<file path="src/rtl/full_subtractor_dataflow.sv">
// Registered subtract-with-borrow cell: {c_out, diff} = x - y - c_in.
// The difference is formed by an explicit ripple-borrow chain, one cell
// per bit, and captured in output registers for a single cycle of latency.
// Outputs hold their last captured value while in_valid is low.
module full_subtractor_dataflow #(
    parameter int WIDTH = 1
) (
    input  logic             clk,
    input  logic             rst_n,
    input  logic             in_valid,
    input  logic [WIDTH-1:0] x,
    input  logic [WIDTH-1:0] y,
    input  logic             c_in,
    output logic [WIDTH-1:0] diff,
    output logic             c_out,
    output logic             out_valid
);

    // borrow[i] is the borrow into bit i; borrow[0] is the external borrow-in
    logic [WIDTH:0]   borrow;
    logic [WIDTH-1:0] diff_comb;

    assign borrow[0] = c_in;

    // Ripple-borrow chain: each cell produces its difference bit and the
    // borrow it passes to the next more-significant cell.
    for (genvar i = 0; i < WIDTH; i++) begin : g_cell
        assign diff_comb[i]  = x[i] ^ y[i] ^ borrow[i];
        assign borrow[i + 1] = (~x[i] & y[i]) | (~(x[i] ^ y[i]) & borrow[i]);
    end

    // Output registers: reset clears everything and wins over in_valid;
    // otherwise capture on in_valid and hold the result when idle.
    always_ff @(posedge clk) begin
        if (!rst_n) begin
            diff      <= '0;
            c_out     <= 1'b0;
            out_valid <= 1'b0;
        end else begin
            out_valid <= in_valid;
            if (in_valid) begin
                diff  <= diff_comb;
                c_out <= borrow[WIDTH];
            end
        end
    end

endmodule

</file>
<file path="config.mk">
export PLATFORM = sky130hd
export DESIGN_NAME = full_subtractor_dataflow
export DESIGN_NICKNAME = d
export VERILOG_FILES = /design/src/rtl/full_subtractor_dataflow.sv
export SDC_FILE = /design/constraint.sdc
export NUM_CORES = 1
export LEC_CHECK = 0
export BUFFER_PORTS_ARGS = -buffer_cell sky130_fd_sc_hd__buf_2
export CAP_MARGIN = 10
export CORE_AREA = 5 5 42 44
export CTS_CLUSTER_DIAMETER = 100
export DETAILED_ROUTE_END_ITERATION = 8
export DIE_AREA = 0 0 47 49
export GPL_TIMING_DRIVEN = 1
export PLACE_DENSITY = 0.3
export SYNTH_ARGS = -nofsm -noshare
export SYNTH_HDL_FRONTEND = slang
export SYNTH_SLANG_ARGS = --single-unit
</file>
<file path="constraint.sdc">
create_clock -name clk -period 2.4 [get_ports clk]
set_input_delay 0.48 -clock clk [delete_from_list [all_inputs] [get_ports clk]]
set_output_delay 0.48 -clock clk [all_outputs]
set_load 0.005 [all_outputs]
</file>
# Yosys cells after proc, flatten, opt, wreduce, memory -nomap -nowiden
# Cells that the tools add are included.
[totals] elab_cells=10 out_inout_bits=3 reg_bits=3
[classes] n_bitwise=7
[op_table] op="1-bit AND" count=2
[op_table] op="1-bit inverter" count=2
[op_table] op="1-bit XOR" count=2
[op_table] op="1-bit OR" count=1

# Depth between registers and ports, before layout
[depth] word_depth=4 depth_mapped=4 mapped_depth_nobuf=4

# Worst setup path after synthesis
# OpenSTA, ideal clock, no wires.
[synth_path] kind="input-to-reg" startpoint="input y" endpoint="register diff" arrival_ns=1.145 required_ns=2.284 cell_stages=4 setup_slack_ns=1.139 cell_sequence="inv_1 -> fa_1 -> mux2i_1 -> nor2b_1"
[synth_via] elab_chain_cells=2
[synth_lines] element="start, declared" line="12" text="input logic [WIDTH-1:0] y,"
[synth_lines] element="1-bit XOR (2 in a row)" line="28" text="assign diff_comb[i] = x[i] ^ y[i] ^ borrow[i];"
[synth_lines] element="via diff_comb" line="21" text="logic [WIDTH-1:0] diff_comb;"
[synth_lines] element="end signal, assigned" line="42" text="diff <= diff_comb;"
[synth_lines] element="end, declared" line="14" text="output logic [WIDTH-1:0] diff,"
# The timed path passes the listed nets, and every way through them passes these cells.
# A chain may end at the register's enable or synchronous reset.

# Worst setup path after layout
# Ends and elaborated chain as after synthesis.

==> flow_results.xml <==
<?xml version="1.0" encoding="UTF-8"?>
<metrics>
  <group name="run_status">
    <metric name="status" unit="">finished, final reports clean</metric>
  </group>
  <group name="worst_setup_path">
    <metric name="critical_path.n_buffers_inverters" unit="">2</metric>
    <metric name="setup.worst_path.start" unit="">y</metric>
    <metric name="path_delay_family" unit="">adder cells</metric>
    <metric name="cp.arrival" unit="ns">1.29</metric>
    <metric name="worstSetupEndpointType" unit="">flop</metric>
    <metric name="critical-path-slowest-cell" unit="">sky130_fd_sc_hd__fa_1</metric>
    <metric name="worstReg2RegEnd" unit="">c_out</metric>
    <metric name="crit_chain" unit="">buf_2 -&gt; inv_1 -&gt; fa_1 -&gt; mux2i_1 -&gt; nor2b_1</metric>
    <metric name="crit_end" unit="">diff</metric>
    <metric name="max_stage_delay" unit="ns">0.48</metric>
    <metric name="rrSetupSlack" unit="ns">1.78</metric>
    <metric name="rr_worst_depth" unit="">1</metric>
    <metric name="timing.rr.start" unit="">c_out</metric>
    <metric name="crit_fanout" unit="">1</metric>
    <metric name="worstPathRequired" unit="ns">2.52</metric>
    <metric name="path_depth" unit="">5</metric>
    <metric name="critPathLaunchType" unit="">primary input</metric>
    <metric name="timing.setup.critical_path_class" unit="">primary input to flop</metric>
  </group>
  <group name="logic_synthesis">
    <metric name="mappedNetlistArea" unit="um^2">125.1</metric>
    <metric name="dominant_register_cell_in_the_synthesized_netlist" unit="">sky130_fd_sc_hd__dfxtp_1</metric>
    <metric name="synth_warnings" unit="">0</metric>
    <metric name="yosys.cell_count.top_type" unit="">sky130_fd_sc_hd__dfxtp_1</metric>
    <metric name="synth_fp_nets" unit="">18</metric>
    <metric name="synth-seq-area-share" unit="%">48.00</metric>
    <metric name="count_of_flip_flops_with_a_built_in_enable_after_synthesis" unit="">0</metric>
    <metric name="async_s_r_ff_share_synth" unit="%">0</metric>
    <metric name="yosysTopAreaCellShare" unit="%">48.00</metric>
    <metric name="ys_top_cells_by_area" unit="">sky130_fd_sc_hd__dfxtp_1 48%, sky130_fd_sc_hd__fa_1 16%, sky130_fd_sc_hd__mux2i_1 8.0%</metric>
    <metric name="synthesis.instances" unit="">11</metric>
    <metric name="netlist_top_cells_count" unit="">3 x sky130_fd_sc_hd__dfxtp_1, 2 x sky130_fd_sc_hd__inv_1</metric>
    <metric name="synthDistinctLibCells" unit="">8</metric>
    <metric name="synth_seq_cells" unit="">3</metric>
    <metric name="synth.avg_cell_area" unit="um^2">11.37</metric>
    <metric name="synth_top_cell_by_area" unit="">sky130_fd_sc_hd__dfxtp_1</metric>
  </group>
  <group name="place">
    <metric name="number_of_buffers_inserted_by_port_buffering" unit="">8</metric>
    <metric name="placedInstanceArea" unit="um^2">185.2</metric>
    <metric name="finalWeightedCongestion" unit="">0.6996</metric>
  </group>
  <group name="flow_run">
    <metric name="max_cap_viol_count" unit="">0</metric>
  </group>
  <group name="power_and_ir_drop">
    <metric name="power.share.clock" unit="%">54.7</metric>
    <metric name="netSwitchingFraction" unit="%">22.63</metric>
    <metric name="power_frac_seq" unit="%">33.9</metric>
    <metric name="vdd_drop_max" unit="V">0.0001943</metric>
    <metric name="total_leakage_power" unit="nW">0.1154</metric>
    <metric name="p_switching" unit="W">0.00003704</metric>
    <metric name="powerDensity" unit="nW/um^2">774.2</metric>
    <metric name="combinationalPowerShare" unit="%">11.5</metric>
    <metric name="cellInternalPower" unit="W">0.0001267</metric>
  </group>
  <group name="final_layout">
    <metric name="finish.net_count" unit="">31</metric>
    <metric name="final_cell_area" unit="um^2">211.5</metric>
    <metric name="post_route_cells_drive_above_1_share" unit="%">52.17</metric>
    <metric name="diodes" unit="">0</metric>
    <metric name="area.growth.synth_to_final" unit="%">69.00</metric>
    <metric name="finish.utilization" unit="%">15.09</metric>
  </group>
  <group name="global_route">
    <metric name="grt_remaining_overflow" unit="">0</metric>
    <metric name="antenna_found_initial" unit="">0</metric>
    <metric name="grt_pass1_wl" unit="um">634</metric>
    <metric name="track_usage" unit="%">4.648</metric>
    <metric name="first_global_vias" unit="">151</metric>
    <metric name="largest_net_degree_at_the_start_of_global_routing" unit="">5</metric>
  </group>
  <group name="sta">
    <metric name="fin_skew" unit="ns">0</metric>
    <metric name="setup-violations-final" unit="">0</metric>
    <metric name="setup_tns" unit="ns">0</metric>
    <metric name="final_period_minus_worst_setup_slack" unit="ns">1.166</metric>
    <metric name="maxClockFrequency" unit="MHz">857.7</metric>
    <metric name="maxSlewViolCount" unit="">0</metric>
    <metric name="tightest_slew" unit="ns">0.1215</metric>
    <metric name="final.period_utilization" unit="%">48.58</metric>
    <metric name="grt_setup_unrepaired" unit="">false</metric>
    <metric name="max-slew-margin-rel" unit="%">91.67</metric>
    <metric name="finalHoldViolCount" unit="">0</metric>
  </group>
  <group name="routing">
    <metric name="dr_wl_met2" unit="um">122</metric>
    <metric name="detailed_routing_wirelength_on_met1" unit="um">157</metric>
    <metric name="drc" unit="">0</metric>
    <metric name="routed_wire_length_per_instance" unit="um">9.256</metric>
    <metric name="routed_via_density" unit="">3.000</metric>
    <metric name="dr.first_iter.drc_count" unit="">0</metric>
    <metric name="drt_pass1_iterations" unit="">1</metric>
    <metric name="drtAntennaViolNets" unit="">0</metric>
    <metric name="via_count" unit="">117</metric>
    <metric name="met3RoutedLength" unit="um">81</metric>
    <metric name="maxUsedRoutingLayer" unit="">met3</metric>
    <metric name="wl" unit="um">361</metric>
  </group>
  <group name="cts">
    <metric name="clock_tree_from_tritoncts" unit="">done</metric>
    <metric name="clockBufferDepth" unit="">2</metric>
    <metric name="cts_num_sinks" unit="">3</metric>
    <metric name="total_number_of_h_tree_levels" unit="">1</metric>
    <metric name="postCtsResizedCells" unit="">0</metric>
    <metric name="clock_tree.root_cell" unit="">sky130_fd_sc_hd__clkbuf_4</metric>
    <metric name="worst_skew_pair.late_latency" unit="ns">0.23</metric>
    <metric name="cts_post_setup_buffers_inserted" unit="">0</metric>
    <metric name="cts-buffers-inserted" unit="">3</metric>
    <metric name="ctsHoldBuffers" unit="">0</metric>
    <metric name="clk_pin_slew" unit="ns">0.04</metric>
  </group>
  <group name="die">
    <metric name="coreArea" unit="um^2">1401</metric>
    <metric name="initial_utilization" unit="%">8.929</metric>
    <metric name="die_w" unit="um">47</metric>
    <metric name="die-height" unit="um">49</metric>
    <metric name="num_rows" unit="">14</metric>
    <metric name="ioPinCount" unit="">9</metric>
    <metric name="floorplan_die_area" unit="um^2">2303</metric>
  </group>
  <group name="min_path">
    <metric name="worst_hold_path_type" unit="">primary input to flop</metric>
    <metric name="hold_path_startpoint" unit="">rst_n</metric>
  </group>
</metrics>
## cell type report
cell class              instances  area, um^2
fillers                       163        1190
flip-flops and latches          3       60.06
multi-input cells               6       57.56
repair buffers                  8       40.04
clock buffers                   4       26.28
well taps                      16       20.02
inverters                       2       7.507
## worst min path at each step
stage                     endpoint  cells past startpoint
after global routing          diff                      2
after CTS                     diff                      2
final                         diff                      2
after detailed placement     c_out                      1
after floorplan              c_out                      1
after global placement       c_out                      1
## state kept, by name (all words and copies together), names as in the netlist
| signal | cells |
|---|---|
| diff | 1 |
| c_out | 1 |
| out_valid | 1 |
## per-layer routing
layer / up-vias / GRT usage, %
met5: - / 0
met4: 0 / 4.147
met3: 0 / 4.428
met2: 11 / 5.204
met1: 47 / 4.835
li1: 59 / -
## placed cells by master, fill, tap and decap left out
| cell | count |
|---|---|
| sky130_fd_sc_hd__dfxtp_1 | 3 |
| sky130_fd_sc_hd__and2_2 | 1 |
| sky130_fd_sc_hd__mux2i_1 | 1 |
| sky130_fd_sc_hd__clkbuf_1 | 1 |
| sky130_fd_sc_hd__clkbuf_4 | 3 |
| sky130_fd_sc_hd__inv_1 | 2 |
| sky130_fd_sc_hd__nor2b_1 | 1 |
| sky130_fd_sc_hd__buf_2 | 8 |
| sky130_fd_sc_hd__nand2_1 | 1 |
| sky130_fd_sc_hd__fa_1 | 1 |
| sky130_fd_sc_hd__o211a_1 | 1 |
## logic make-up after synthesis
family          synth area share, %
mux                           8.000
simple gates                  14.00
flops                         48.00
buf+inv                       6.002
fa+ha+maj                     16.00
compound gates                8.000
## power by group through the flow
stage / sequential (W) / combinational (W) / clock, W
floorplan: 0.0000566 / 0.00000741 / 0
global placement: 0.0000560 / 0.0000179 / 0
global route: 0.0000559 / 0.0000219 / 0.000101
detailed placement: 0.0000562 / 0.0000189 / 0
finish: 0.0000554 / 0.0000188 / 0.0000895
CTS: 0.0000554 / 0.0000197 / 0.0000962
## metrics by stage
step                      hold slack, ns   power [W]  worst slack [ns]  cells
after floorplan                   0.4949  0.00006402             1.139     11
after global placement            0.4862  0.00007387             1.019     35
after detailed placement          0.4887  0.00007505            0.9874     35
after CTS                         0.4882   0.0001712             1.228     39
after global routing              0.5104   0.0001792             1.199     39
final                             0.4943   0.0001637             1.234     39
No activity file was read; power rests on OpenSTA's default activity.
